### src/rtl/cdb_arbiter_pkg.sv
// Shared CDB definitions: requester indices, bus packet layout and default sizing.
// Consumers import this package with import cdb_arbiter_pkg::*.
package cdb_arbiter_pkg;

   localparam int NUM_CDB_REQ    = 4;
   localparam int ROB_DEPTH_BITS = 6;
   localparam int CDB_DATA_WIDTH = 32;
   localparam int CDB_SRC_BITS   = $clog2(NUM_CDB_REQ);

   typedef enum logic [CDB_SRC_BITS-1:0] {
      CDB_LD  = 2'd0,
      CDB_ALU = 2'd1,
      CDB_BR  = 2'd2,
      CDB_JR  = 2'd3
   } cdb_req_e;

   typedef struct packed {
      logic                      valid;
      logic [ROB_DEPTH_BITS-1:0] tag;
      logic [CDB_DATA_WIDTH-1:0] data;
      logic [CDB_SRC_BITS-1:0]   src;
   } cdb_pkt_t;

   // Modulo increment that also works when the requester count is not a power of two.
   function automatic int wrapInc(input int idx, input int n);
      return (idx + 1 >= n) ? 0 : idx + 1;
   endfunction

endpackage

### src/rtl/cdb_arbiter_rr_arbiter.sv
// Combinational round-robin pick: first set request at or after the pointer, with wrap.
// Shared by the CDB arbiter and the reservation-station issue select.
module rr_arbiter #(
   parameter int N = 4,
   localparam int IW = (N > 1) ? $clog2(N) : 1
) (
   input  logic [N-1:0]  req_i,
   input  logic [IW-1:0] ptr_i,
   output logic [N-1:0]  gnt_o,
   output logic [IW-1:0] idx_o,
   output logic          any_o
);

   // Scan from the pointer; j never exceeds 2N-2, so a single subtraction wraps it.
   always_comb begin
      int j;
      j     = 0;
      gnt_o = '0;
      idx_o = '0;
      any_o = 1'b0;
      for (int k = 0; k < N; k++) begin
         j = int'(ptr_i) + k;
         if (j >= N) begin
            j = j - N;
         end
         if (!any_o && req_i[j]) begin
            any_o    = 1'b1;
            gnt_o[j] = 1'b1;
            idx_o    = IW'(j);
         end
      end
   end

endmodule

### src/rtl/cdb_arbiter.sv
// Common data bus arbiter: one registered result per cycle from the out-of-order units.
// Optional macro CDB_LOAD_PRIO_EN adds load-pipe priority with per-unit starvation counters.
module cdb_arbiter
   import cdb_arbiter_pkg::*;
#(
   parameter int NUM_REQ      = NUM_CDB_REQ,
   parameter int TAG_BITS     = ROB_DEPTH_BITS,
   parameter int DATA_WIDTH   = 32,
   parameter int STARVE_LIMIT = 8,
   localparam int SRC_BITS    = (NUM_REQ > 1) ? $clog2(NUM_REQ) : 1
) (
   input  logic                           clk,
   input  logic                           rst_n,
   input  logic [NUM_REQ-1:0]             req_valid,
   input  logic [NUM_REQ*TAG_BITS-1:0]    req_tag,
   input  logic [NUM_REQ*DATA_WIDTH-1:0]  req_data,
   output logic [NUM_REQ-1:0]             req_ready,
   input  logic                           cdb_stall,
   input  logic                           flush,
   output logic                           cdb_valid,
   output logic [TAG_BITS-1:0]            cdb_tag,
   output logic [DATA_WIDTH-1:0]          cdb_data,
   output logic [SRC_BITS-1:0]            cdb_src
);

   logic [SRC_BITS-1:0]   rrPtr_q, rrPtr_d;
   logic                  cdbValid_q, cdbValid_d;
   logic [TAG_BITS-1:0]   cdbTag_q, cdbTag_d;
   logic [DATA_WIDTH-1:0] cdbData_q, cdbData_d;
   logic [SRC_BITS-1:0]   cdbSrc_q, cdbSrc_d;

   logic [NUM_REQ-1:0]    rrGnt;
   logic [SRC_BITS-1:0]   rrIdx;
   logic                  rrAny;
   logic [NUM_REQ-1:0]    pickGnt;
   logic [SRC_BITS-1:0]   pickIdx;
   logic                  grantEn;
   logic                  grantAny;

   rr_arbiter #(.N(NUM_REQ)) u_rr (
      .req_i (req_valid),
      .ptr_i (rrPtr_q),
      .gnt_o (rrGnt),
      .idx_o (rrIdx),
      .any_o (rrAny)
   );

`ifdef CDB_LOAD_PRIO_EN
   localparam int CNT_BITS = $clog2(STARVE_LIMIT + 1);
   localparam int LD_IDX   = int'(CDB_LD);

   logic [CNT_BITS-1:0] starveCnt_q [NUM_REQ];
   logic [CNT_BITS-1:0] starveCnt_d [NUM_REQ];
   logic [NUM_REQ-1:0]  starved;
   logic [NUM_REQ-1:0]  stGnt;
   logic [SRC_BITS-1:0] stIdx;
   logic                stAny;

   // The load pipe never starves itself, so only the other units can raise a starvation claim.
   always_comb begin
      starved = '0;
      for (int i = 0; i < NUM_REQ; i++) begin
         starved[i] = (i != LD_IDX) && req_valid[i] &&
                      (starveCnt_q[i] == CNT_BITS'(STARVE_LIMIT));
      end
   end

   rr_arbiter #(.N(NUM_REQ)) u_starve (
      .req_i (starved),
      .ptr_i (rrPtr_q),
      .gnt_o (stGnt),
      .idx_o (stIdx),
      .any_o (stAny)
   );

   always_comb begin
      pickGnt = rrGnt;
      pickIdx = rrIdx;
      if (stAny) begin
         pickGnt = stGnt;
         pickIdx = stIdx;
      end else if (req_valid[LD_IDX]) begin
         pickGnt         = '0;
         pickGnt[LD_IDX] = 1'b1;
         pickIdx         = SRC_BITS'(LD_IDX);
      end
   end

   // Counters age only on cycles where the bus could actually have served the unit.
   always_comb begin
      for (int i = 0; i < NUM_REQ; i++) begin
         starveCnt_d[i] = starveCnt_q[i];
         if (flush) begin
            starveCnt_d[i] = '0;
         end else if (!cdb_stall) begin
            if ((i == LD_IDX) || !req_valid[i] || req_ready[i]) begin
               starveCnt_d[i] = '0;
            end else if (starveCnt_q[i] != CNT_BITS'(STARVE_LIMIT)) begin
               starveCnt_d[i] = starveCnt_q[i] + CNT_BITS'(1);
            end
         end
      end
   end

   always_ff @(posedge clk or negedge rst_n) begin
      if (!rst_n) begin
         for (int i = 0; i < NUM_REQ; i++) begin
            starveCnt_q[i] <= '0;
         end
      end else begin
         for (int i = 0; i < NUM_REQ; i++) begin
            starveCnt_q[i] <= starveCnt_d[i];
         end
      end
   end
`else
   always_comb begin
      pickGnt = rrGnt;
      pickIdx = rrIdx;
   end
`endif

   // Grants are suppressed in reset, on a downstream stall and on a flush.
   assign grantEn   = rst_n & ~flush & ~cdb_stall;
   assign req_ready = grantEn ? pickGnt : '0;
   assign grantAny  = |req_ready;

   always_comb begin
      rrPtr_d    = rrPtr_q;
      cdbValid_d = cdbValid_q;
      cdbTag_d   = cdbTag_q;
      cdbData_d  = cdbData_q;
      cdbSrc_d   = cdbSrc_q;
      if (flush) begin
         cdbValid_d = 1'b0;
      end else if (!cdb_stall) begin
         cdbValid_d = grantAny;
         if (grantAny) begin
            cdbTag_d  = req_tag[int'(pickIdx)*TAG_BITS +: TAG_BITS];
            cdbData_d = req_data[int'(pickIdx)*DATA_WIDTH +: DATA_WIDTH];
            cdbSrc_d  = pickIdx;
            rrPtr_d   = SRC_BITS'(wrapInc(int'(pickIdx), NUM_REQ));
         end
      end
   end

   always_ff @(posedge clk or negedge rst_n) begin
      if (!rst_n) begin
         rrPtr_q    <= '0;
         cdbValid_q <= 1'b0;
         cdbTag_q   <= '0;
         cdbData_q  <= '0;
         cdbSrc_q   <= '0;
      end else begin
         rrPtr_q    <= rrPtr_d;
         cdbValid_q <= cdbValid_d;
         cdbTag_q   <= cdbTag_d;
         cdbData_q  <= cdbData_d;
         cdbSrc_q   <= cdbSrc_d;
      end
   end

   assign cdb_valid = cdbValid_q;
   assign cdb_tag   = cdbTag_q;
   assign cdb_data  = cdbData_q;
   assign cdb_src   = cdbSrc_q;

endmodule

### config.mk
export PLATFORM = sky130hd
export DESIGN_NAME = cdb_arbiter
export DESIGN_NICKNAME = d
export VERILOG_FILES = /design/src/rtl/cdb_arbiter_pkg.sv /design/src/rtl/cdb_arbiter_rr_arbiter.sv /design/src/rtl/cdb_arbiter.sv
export SDC_FILE = /design/constraint.sdc
export NUM_CORES = 1
export LEC_CHECK = 0
export CELL_PAD_IN_SITES_DETAIL_PLACEMENT = 0
export CELL_PAD_IN_SITES_GLOBAL_PLACEMENT = 1
export CORE_MARGIN = 8
export CORE_UTILIZATION = 26
export CTS_BUF_LIST = sky130_fd_sc_hd__clkbuf_4
export DETAILED_ROUTE_END_ITERATION = 12
export GPL_TIMING_DRIVEN = 0
export PLACE_DENSITY = 0.79
export REMOVE_ABC_BUFFERS = 1
export SLEW_MARGIN = 20
export SYNTH_ARGS = -nofsm -noshare
export SYNTH_HDL_FRONTEND = slang
export SYNTH_SLANG_ARGS = --single-unit
### constraint.sdc
create_clock -name clk -period 4.45 [get_ports clk]
set_input_delay 0.6675 -clock clk [delete_from_list [all_inputs] [get_ports clk]]
set_output_delay 0.6675 -clock clk [all_outputs]
set_load 0.05 [all_outputs]
* After elaboration in Yosys (flattened, before gate mapping)
Cells that the tools add are included.
** Cells by class
- Add/sub/neg operators :: 8
- Multipliers :: 1
- Divide/modulo/power cells :: 0
- $lt $le $gt $ge :: 13
- Equal/unequal tests :: 1
- Shifts and indexed selects :: 2
- Multiplexer cells :: 39
- Bitwise logic cells :: 7
- Reduce and logical (&&, ||, !) cells :: 12
** Operators by type and width (count)
- $ge 32x1->1 const B :: 4
- $lt 32x4->1 const B :: 4
- $mux 32 :: 4
- $shiftx 128x8->32 :: 1
- $ge 32x4->1 const B :: 3
- $sub 32x4->32 const B :: 3
- $shiftx 24x6->6 :: 1
- $mux 4 :: 5
- $mux 1 :: 17
- $or 4x4->4 :: 3
- $mux 2 :: 5
- $bmux 1 s2 :: 4
- $demux 1 s2 :: 4
- $logic_and 1x1->1 :: 7
- $add 2x1->3 const B :: 2
- $add 2x2->3 const B :: 2
- $mul 2x2->4 const B :: 1
- $reduce_or 4->1 :: 1
- $sub 2x3->4 const B :: 1
- $ge 2x3->1 const B :: 1
- $ge 3x3->1 const B :: 1
- $logic_not 1->1 :: 3
- $reduce_and 3->1 :: 1
- $and 1x1->1 :: 2
- 2 further kinds :: 3
** Storage, ports and cells
- Register bits :: 43
- Latch bits :: 0
- RAM bits :: 0
- Bits in read-only memories :: 0
- Bits of input ports :: 160
- Output and inout port bits :: 45
- Word-level logic and storage cells :: 88
- Memories :: 0

* Depth between registers and ports, before layout
Gate-level depths: netlist of the first run.
- Depth after elaboration :: 19
- Depth in mapped cells :: 14
- Gate-level depth less buffers :: 10

* Cells and area by module
Synthesis of the first run repeated with hierarchy kept, for this count alone.
** Unflattened totals
- Cell total of the unflattened synthesis :: 195
- Area, all modules :: 3265.6 um^2
** By module, submodules not included
- cdb_arbiter :: instances 1, cells each 147, area each 2805.2 um^2, sequential area each 1076.0 um^2
- rr_arbiter :: instances 1, cells each 48, area each 460.4 um^2, sequential area each 0.0 um^2

* Worst setup path after synthesis of the first run
No wires, ideal clock.
- Path type :: reg2reg
- Start point :: reg rrPtr_q[0]
- End point :: reg cdbData_q[15], in the netlist cdb_data[15]
- Library setup time :: 0.065 ns
- Arrival :: 3.409 ns
- Data required time :: 4.385 ns
- Slack :: 0.976 ns
- Stages on the path, launching flop included :: 14
- Path buffers :: 4
- Period minus slack after synthesis :: 3.474 ns
- Path through :: dfrtp_1 buf_2 inv_1 ha_1 buf_2 mux4_2 nand2b_1 nor3_1 a221o_1 nor4_4 buf_6 buf_6 a221oi_2 a21o_1
** Between the ends
- Longest elaborated chain between the ends :: 18
- Elaborated cells between the ends (all ways) :: 71
- Those cells by class :: add/sub (7); order compare (12); shift (1); mux (36); bitwise (3); reduce/logical (12)
** Ends and longest elaborated chain
- start, declared :: RTL line cdb_arbiter.sv:26 : logic [SRC_BITS-1:0] rrPtr_q, rrPtr_d;
- start signal, assigned :: RTL line cdb_arbiter.sv:155 : rrPtr_q <= rrPtr_d;
- parallel branches: the longest is 14 deep, another holds $sub 32x4->32
- $mux 4 (*) :: RTL line cdb_arbiter_rr_arbiter.sv:26 : if (!any_o && req_i[j]) begin
- $mux 4 (*) :: RTL line cdb_arbiter.sv:125 : assign req_ready = grantEn ? pickGnt : '0;
- net req_ready[2] :: RTL line cdb_arbiter.sv:17 : output logic [NUM_REQ-1:0] req_ready,
- $reduce_or 4->1 (*) :: RTL line cdb_arbiter.sv:126 : assign grantAny = |req_ready;
- $reduce_and 3->1 (no source line) (*)
- end signal, assigned :: RTL line cdb_arbiter.sv:158 : cdbData_q <= cdbData_d;
- end, declared :: RTL line cdb_arbiter.sv:29 : logic [DATA_WIDTH-1:0] cdbData_q, cdbData_d;
Mark *: on every way through the listed nets, which the timed path passes. The select of a mux whose other input is x is not followed.
A chain may end at the register's enable or synchronous reset.

* Worst setup path after layout of the first run
- Start point :: reg rrPtr_q[0]
- End point :: out req_ready[1]
** Between the ends
- Longest elaborated chain between the ends :: 16
- Elaborated cells between the ends (all ways) :: 64
- Those cells by class :: add/sub (7); order compare (12); mux (32); bitwise (3); reduce/logical (10)
** Ends and longest elaborated chain (RTL line)
- parallel branches: the longest is 14 deep, another holds $sub 32x4->32
- $mux 4 (*) :: cdb_arbiter_rr_arbiter.sv:26
- $mux 4 (*) :: cdb_arbiter.sv:125
- end, declared :: cdb_arbiter.sv:17
Mark *: on every way between the ends. The select of a mux whose other input is x is not followed.

==> results.md, run 1 <==
- Final instance area: 5507 µm²
- CTS tree: yes
- Largest net degree at the start of global routing: 78
- Worst setup EP type: primary output
- Sequential share of the synthesized area: 33.88%
- Largest family of logic cells by synthesized area: compound AO/OA/AOI/OAI gates
- Final Cycle Share: 95.36%
- Cells after Synth: 376
- IO Count: 205
- Area after DPL: 5453 µm²
- Post-synth top area share: 33.88%
- FF-to-FF path depth: 12
- Simple-gate share of the synthesized area: 14.58%
- Post-layout util: 46.04%
- DRC: 0
- Sw Ratio: 54.63%
- Critical Path Fanout Max: 14
- CP endpoint: req_ready[1]
- Fmax: 235.6 MHz
- IO Port Bufs: 204
- Synth top area cells: dfrtp_1, a21oi_1, nand2_1
- Synth-to-Final Area Change: 73.40%
- Core Box Area: 11960 µm²
- Most frequent cells in the layout: clkdlybuf4s50_1, nand2_1, a21oi_1
- GRT Resource Usage Total: 15.18%
- Unique cell type count in the Yosys netlist: 34
- Run status: complete, no violations
- Die H: 126.5 µm
- Routed WL: 12600 µm
- Wirelength per Cell: 17.70 µm
- Clock share of power: 5.0%
- Total die area: 16010 µm²
- Relative slew slack: 48.99%
- Starting Density: 26.55%
- Hold Buf Count CTS: 0
- Row count: 40
- Fillers: 1194
- Worst R2R Setup Slack: 0.35 ns
- Max Cap Viol: 0
- Mapped cell area: 3176 µm²
- Final setup violating endpoints: 0
- Main synth FF type: dfrtp_1
- Clock buffer depth: 2
- RSZ-0062 raised after global routing: no
- Vias in the first global route: 3790
- Synth Area in Compound Gates: 39.87%
- Final slew viol count: 0
- Xor/xnor cell area share of the yosys netlist: 0%
- Ys Warns: 0
- Leak: 2.458 nW
- Crit Reg-Reg Endpoint: cdb_tag[3]
- Fin Hold WS: 0.2637 ns
- Worst Skew: 0.02100 ns
- H-tree Lvls: 2
- Hold WC Path Type: in -> async
- Die X: 126.5 µm
- Antenna violations before repair: 0
- FFs w/ async S/R, synth: 100.0%
- Max IR drop VDD: 0.0003266 V
- Post-synth EDFFs: 0
- Yosys top cell by area: dfrtp_1
- Diodes inserted: 0
- Vias per Instance: 5.114
- Most common cell after layout, fill and taps aside: clkdlybuf4s50_1
- CTS buffer count: 5
- DR vias: 3641
- Register bit total from synthesis: 43
- CP Data Arrival Time: 3.58 ns
- Post-Syn Area per Cell: 8.446 µm²
- Initial DRC count: 141
- Worst Max-Slew Pin Slew: 0.7651 ns
- Final net count: 730
- Adder-cell share of the synthesized area: 2.364%
- Global-route wire length before repair: 19830 µm
- Clock Sink Count: 43
- CTS root buffer: clkbuf_4
- CTS clk-pin slew, worst paths: 0.14 ns
- GP Congestion: 0.7539
- Worst skew pair latency: 0.37 ns
- Grt ovf: 0
- Worst R2R Start: rrPtr_q[0]
- First drt pass iteration count: 4
- Critical Path RT: 3.78 ns
- Kind of critical path: reg -> out
- Power, Total: 4.058 mW
- Switching power: 2.217 mW
- Post-synthesis mux area share: 2.837%
- Proportion of layout cells with a drive suffix above 1: 9.558%
- Cell area power density: 737.0 nW/µm²
- Tmin final: 4.244 ns
- Flop pwr share: 17.2%
- Final hold violation count: 0
- Startpoint Class: flip-flop
- Crit path launch: rrPtr_q[0]
- Detail Route Antenna Nets: 0
- Design internal power: 1.841 mW
- Detailed placement HPWL: 9984 µm
- Gate power share: 77.8%
layout make-up:
type / count / area [µm²] / area share [%]
Clock inverter: 2 / 12.51 / 0.2272
Timing Repair Buffer: 217 / 2241 / 40.70
Clock buffer: 6 / 45.04 / 0.8180
Tap cell: 147 / 183.9 / 3.340
Sequential cell: 43 / 1077 / 19.56
Inverter: 8 / 32.53 / 0.5908
Multi-Input combinational cell: 289 / 1914 / 34.76
layer usage:
metal	routed length (µm)	global-route usage (%)	part of all wire (%)
met4	174	3.822	1.4
met2	6356	27.42	50
met5	0	0	0
met1	4863	15.74	39
met3	1208	6.619	9.6
Yosys cell counts, types with 2 or more instances:
cell / number
a221o_1: 4
clkbuf_1: 18
nand3_1: 2
buf_6: 3
nor3_1: 2
or3b_1: 4
a21oi_1: 82
nand2_1: 87
buf_2: 14
a221oi_1: 18
ha_1: 6
dfrtp_1: 43
a21o_1: 39
a221oi_2: 20
o21ai_0: 3
mux2_2: 2
mux4_2: 3
nor2_1: 4
inv_1: 7
worst min path at each step:
| stage | startpoint | endpoint | slack [ns] | cells past startpoint |
|---|---|---|---|---|
| 2_1_floorplan | rst_n | cdb_data[0] | 0.37 | 0 |
| 3_3_place_gp | cdb_tag[5] | cdb_tag[5] | 0.46 | 1 |
| 3_5_place_dp | cdb_data[17] | cdb_data[17] | 0.46 | 1 |
| 4_1_cts | rst_n | cdb_tag[2] | 0.25 | 1 |
| 5_1_grt | rst_n | cdb_tag[2] | 0.26 | 1 |
| 6_report | rst_n | cdb_tag[2] | 0.26 | 1 |
through the flow:
stage	worst slack, ns	instances	setup TNS, ns
floorplan	-1.763	340	-69.78
global placement	-4.735	691	-198.99
detailed placement	0.1068	704	0
CTS	0.1794	712	0
global route	0.006117	712	0
finish	0.2063	712	0
critical path, stage by stage, from the launching register on:
cell           delay (ns)
dfrtp_2              0.56
inv_1                0.15
ha_1                 0.46
mux4_2               0.59
nand2b_1             0.19
nor3_1               0.41
a221o_1              0.29
dlygate4sd2_1        0.56
sequential cells by signal (all words and copies together), names as in the netlist:
register	flops
cdb_tag	6
cdb_src	2
rrPtr_q	2
cdb_valid	1
cdb_data	32
cells by family (layout without fill, tap and decap cells):
group,Yosys count,in the layout
and+or+nand+nor,106,106
DFF,43,43
AOI/OAI and AO/OA,172,172
adders and majority gates,6,6
buffers and inverters,44,233
muxes,5,5
timing repair:
item | CTS | global route
buffers inserted | 0 | 0
gates resized for setup | 5 | 0
endpoints found under the hold margin | 0 | 0
endpoints found under the setup margin | 4 | 0
power groups by stage:
stage	Combinational (mW)	Clock [mW]	Sequential (mW)
floorplan	1.45	0	1.30
global placement	3.04	0	0.696
detailed placement	3.20	0	0.705
CTS	3.20	0.222	0.700
global route	3.42	0.236	0.725
finish	3.16	0.204	0.699
Power figures use the tool's default switching activity.
==> inputs of run 2 (changes only) <==
- CELL_PAD_IN_SITES_DETAIL_PLACEMENT: 0 -> 1
- CELL_PAD_IN_SITES_GLOBAL_PLACEMENT: 1 -> 2
- CORE_MARGIN: 8 -> default
- CORE_UTILIZATION: 26 -> 20
- CTS_CLUSTER_SIZE: default -> 14
- PLACE_DENSITY: 0.79 -> 0.8
==> run 2 against run 1 <==
  * Final area rose by 1.8%
  * Via count rose by 1.9%
  * Register-to-register slack got worse by 0.08 ns
  * Sequential share of layout area fell by 0.34 points
  * Combinational power rose by 2%
  * Critical path type is now reg -> reg
  * Highest routed layer unchanged
==> results.md, run 2 (synthesized netlist as in run 1, its figures left out) <==
- Crit path launch: rrPtr_q[0]
- CTS root buffer: clkbuf_4
- Die H: 128.0 µm
- Seq. cell area: 1077 µm²
- Worst R2R Start: rrPtr_q[0]
- Hold Buf Count CTS: 0
- Final instance area: 5604 µm²
- Multi-input logic area: 1914 µm²
- Startpoint Class: flip-flop
- Global-route wire length before repair: 20620 µm
- Post-layout util: 36.46%
- CP Data Arrival Time: 4.49 ns
- Most common cell after layout, fill and taps aside: clkdlybuf4s50_1
- Final hold violation count: 0
- CTS buffer count: 5
- Hold WC Path Type: in -> async
- H-tree Lvls: 2
- Starting Density: 20.66%
- Final setup violating endpoints: 0
- DR vias: 3711
- Worst Skew: 0.01681 ns
- Final slew viol count: 0
- Die X: 128.0 µm
- Area after DPL: 5518 µm²
- Critical Path RT: 4.76 ns
- Proportion of layout cells with a drive suffix above 1: 10.27%
- Diodes inserted: 0
- Kind of critical path: reg -> reg
- GRT Resource Usage Total: 16.17%
- DRC: 0
- Worst Max-Slew Pin Slew: 0.8047 ns
- Vias per Instance: 4.782
- CTS tree: yes
- Worst R2R Setup Slack: 0.27 ns
- Largest net degree at the start of global routing: 78
- First drt pass iteration count: 4
- Fillers: 1776
- Synth-to-Final Area Change: 76.48%
- FF-to-FF path depth: 13
- CTS clk-pin slew, worst paths: 0.15 ns
- Most frequent cells in the layout: clkdlybuf4s50_1, nand2_1, a21oi_1
- Initial DRC count: 108
- Final Cycle Share: 94.03%
- Tmin final: 4.184 ns
- Crit Reg-Reg Endpoint: cdb_data[1]
- RSZ-0062 raised after global routing: no
- Final net count: 730
- IO Port Bufs: 204
- Largest register FFs: 32
- DP Worst Slack: 0.04192 ns
- Detailed placement HPWL: 10040 µm
- Clock buffer depth: 2
- Leak: 2.462 nW
- Max IR drop VDD: 0.0002508 V
- Routed WL: 13280 µm
- Row count: 45
- IO Count: 205
- Vias in the first global route: 4003
- Core Box Area: 15370 µm²
- Run status: complete, no violations
- Grt ovf: 0
- Max Cap Viol: 0
- Worst setup EP type: flip-flop
- CP endpoint: cdb_data[1]
- Worst skew pair latency: 0.39 ns
- Detail Route Antenna Nets: 0
- GP Congestion: 0.7150
- Clock Sink Count: 43
- Setup slack after layout: 0.2657 ns
- Fmax: 239.0 MHz
- Cell area power density: 757.6 nW/µm²
- Wirelength per Cell: 17.11 µm
- Critical Path Fanout Max: 14
- Relative slew slack: 46.36%
- Antenna violations before repair: 0
- Total die area: 16390 µm²
run 2: cell types whose count changed in the layout (fill, tap and decap cells not counted), sizes merged:
| cell | before | now |
|---|---|---|
| clkbuf | 6 | 10 |
| dlygate4sd2 | 4 | 0 |
| bufinv | 0 | 2 |
| clkinv | 1 | 0 |
| clkinvlp | 1 | 0 |
run 2: where the power goes:
part / switching (mW) / internal [mW]
combinational: 2.02 / 1.18
clock: 0.154 / 0.181
sequential: 0.124 / 0.579
total: 2.30 / 1.94
run 2: what timing repair did:
action                                  in CTS  in global routing
setup buffers                                0                  0
pin swaps                                    0                  0
endpoints found under the setup margin       4                  4
resized for setup                            5                  8
run 2: routing by layer:
layer | vias up | global-route usage, % | part of all wire [%]
met2 | 125 | 29.80 | 52
met1 | 1818 | 18.21 | 41
met5 | - | 0 | 0
li1 | 1756 | - | -
met3 | 12 | 4.925 | 6.6
met4 | 0 | 3.460 | 1.0
run 2: area by class of cell:
class,count,share of cell area (%)
clock buffers,6,0.8038
clock inverters,2,1.072
multi-input cells,289,34.16
flip-flops and latches,43,19.22
inverters,8,0.5805
well taps,211,4.711
repair buffers,217,39.45
run 2: worst max-delay path, cell delays in order, from the launching register on:
cell and delay, ns:
dfrtp_2 0.58, inv_1 0.15, ha_1 0.48, mux4_2 0.60, or3b_1 0.19, a21oi_1 0.06
a221o_1 0.33, nor4_4 0.60, buf_8 0.22, buf_4 0.21, buf_4 0.24, buf_6 0.18
a221oi_1 0.07, a21o_1 0.16
run 2: through the flow:
stage	hold WS, ns	setup TNS (ns)	cells	power (mW)
2_1_floorplan	0.3719	-69.78	340	2.746
3_3_place_gp	0.4589	-214.17	755	3.778
3_5_place_dp	0.4663	0	768	3.972
4_1_cts	0.2612	0	776	4.319
5_1_grt	0.2793	0	776	4.570
6_report	0.2645	0	776	4.246
run 2: how the worst min path moves through the flow:
stage / to / slack [ns] / cells after the start
floorplan: cdb_data[0] / 0.37 / 0
global placement: cdb_data[29] / 0.46 / 1
detailed placement: cdb_data[31] / 0.47 / 1
CTS: cdb_data[8] / 0.26 / 1
global route: cdb_data[8] / 0.28 / 1
finish: cdb_data[11] / 0.26 / 1
==> inputs of run 3 (changes only) <==
- GPL_TIMING_DRIVEN: 0 -> 1
- HOLD_SLACK_MARGIN: default -> 0.06
==> run 3 against run 2 <==
  * Flip-flop and latch count did not move
  * Die area unchanged
  * Register-to-register slack better by 0.75 ns
  * Wire length down 0.30%
  * Non-clock buffer count decreased by 3
  * Count of clock-buffer cells in the layout is the same
  * First-iteration DRC count shrank 6.5%
==> results.md, run 3 (synthesized netlist as in run 1, its figures left out) <==
- Core Box Area: 15370 µm²
- Wirelength per Cell: 17.12 µm
- Global-route wire length before repair: 20460 µm
- Total die area: 16390 µm²
- Post-CTS resize count: 2
- Dpl cells: 765
- Detail Route Antenna Nets: 0
- Final slew viol count: 0
- Proportion of layout cells with a drive suffix above 1: 8.913%
- Crit-path cells: inv_1 -> ha_1 -> mux4_2 -> nand2b_1 -> nor3_1 -> a221o_1 -> dlygate4sd2_1
- Post-layout util: 35.81%
- Initial DRC count: 101
- Largest register FFs: 32
- Worst R2R Start: rrPtr_q[1]
- Detailed placement HPWL: 9828 µm
- Final setup violating endpoints: 0
- Antenna violations before repair: 1
- CP Data Arrival Time: 3.50 ns
- IO Port Bufs: 204
- Worst Max-Slew Pin Slew: 0.8070 ns
- RSZ-0062 raised after global routing: no
- Final Non-Filler Cells: 773
- Vias per Instance: 4.832
- Starting Density: 20.66%
- Max Cap Viol: 0
- H-tree Lvls: 2
- Largest net degree at the start of global routing: 78
- Kind of critical path: reg -> out
- Fillers: 1777
- Crit-path max cell delay: 0.59 ns
- Die H: 128.0 µm
- Die X: 128.0 µm
- Worst skew pair latency: 0.39 ns
- Synth-to-Final Area Change: 73.33%
- Most common cell after layout, fill and taps aside: clkdlybuf4s50_1
- Switching power: 2.246 mW
- Final net count: 727
- Clock Sink Count: 43
- Worst setup EP type: primary output
- Clock buffer depth: 2
- Routed WL: 13240 µm
- Startpoint Class: flip-flop
- Hold Buf Count CTS: 0
- Hold WC Path Type: in -> async
- Vias in the first global route: 4018
- Crit path launch: rrPtr_q[1]
- GP Congestion: 0.7501
- Worst Skew: 0.01934 ns
- DR vias: 3735
- CTS buffer count: 5
- Relative slew slack: 46.12%
- Design internal power: 1.790 mW
- IO Count: 205
- Flop pwr share: 17.0%
- Gate power share: 76.5%
- Critical Path Fanout Max: 8
- Max IR drop VDD: 0.0002469 V
- Most frequent cells in the layout: clkdlybuf4s50_1, nand2_1, a21oi_1
- DRC: 0
- Final Cycle Share: 93.65%
- Critical Path RT: 3.78 ns
- Post-CTS setup buffer count: 0
- CTS clk-pin slew, worst paths: 0.14 ns
- Tmin final: 4.168 ns
- Row count: 45
- Setup slack after layout: 0.2825 ns
- Slowest cell on crit path: mux4_2
- Clock share of power: 6.5%
- CTS tree: yes
- Sw Ratio: 55.64%
- Leak: 2.425 nW
- Fmax: 240.0 MHz
- Run status: complete, no violations
- GRT Resource Usage Total: 16.06%
- Cell area power density: 733.3 nW/µm²
- FF-to-FF path depth: 9
- First drt pass iteration count: 4
- Grt ovf: 0
- CTS root buffer: clkbuf_4
- DP Worst Slack: 0.3052 ns
- Final hold violation count: 0
-- run 3: changes by cell type in the layout (fill, tap and decap cells not counted), moves of 2 or more --
cell / change
buf_4: +6
buf_6: -5
clkbuf_2: -4
buf_8: -3
buf_12: +2
buf_16: -2
dlygate4sd2_1: +2
-- run 3: path summary, 6_finish.rpt --
path                           endpoint  slack (ns)
max                        req_ready[1]        0.28
min                        cdb_data[22]        0.43
max reg2reg                  rrPtr_q[1]        1.02
min reg2reg                cdb_data[31]        0.49
max in group asynchronous  cdb_data[23]        3.61
min in group clk           cdb_data[31]        0.49
-- run 3: worst max-delay path: cells and delay by family, from the launching register on --
kind	cells	cell delay, ns
buffers and inverters	2	0.65
multiplexers	1	0.59
AND/OR/NAND/NOR	2	0.60
adder cells (fa/ha/maj)	1	0.45
flip-flops	1	0.53
AO/OA/AOI/OAI	1	0.29
-- run 3: final cells by class --
cell class / instances / area [µm²] / share of cell area [%]
well taps: 211 / 264.0 / 4.797
flip-flops and latches: 43 / 1076 / 19.55
inverters: 8 / 30.03 / 0.5456
diodes: 1 / 2.502 / 0.04546
multi-input cells: 289 / 1914 / 34.78
repair buffers: 214 / 2142 / 38.92
clock inverters: 1 / 30.03 / 0.5456
clock buffers: 6 / 45.04 / 0.8184
-- run 3: power groups by stage --
stage	sequential, mW	clock, mW	combinational [mW]
detailed placement	0.693	0	3.14
floorplan	1.30	0	1.45
CTS	0.687	0.281	3.14
global placement	0.684	0	3.07
finish	0.686	0.263	3.09
global route	0.712	0.294	3.37
-- run 3: stage by stage --
| stage | total power [mW] | cell area, µm² | TNS (ns) | hold slack, ns |
|---|---|---|---|---|
| 3_5_place_dp | 3.829 | 5429 | 0 | 0.4671 |
| 3_3_place_gp | 3.758 | 5429 | 0 | 0.4575 |
| 2_1_floorplan | 2.746 | 3000 | -69.78 | 0.3719 |
| 4_1_cts | 4.110 | 5502 | 0 | 0.4226 |
| 5_1_grt | 4.379 | 5504 | 0 | 0.4403 |
| 6_report | 4.036 | 5504 | 0 | 0.4267 |
-- run 3: metal layers --
layer,up-vias,track usage [%],share of wire [%]
li1,1752,-,-
met1,1822,17.75,40
met2,143,29.22,52
met3,18,4.132,6.5
met4,0,6.436,2.4
met5,-,0,0
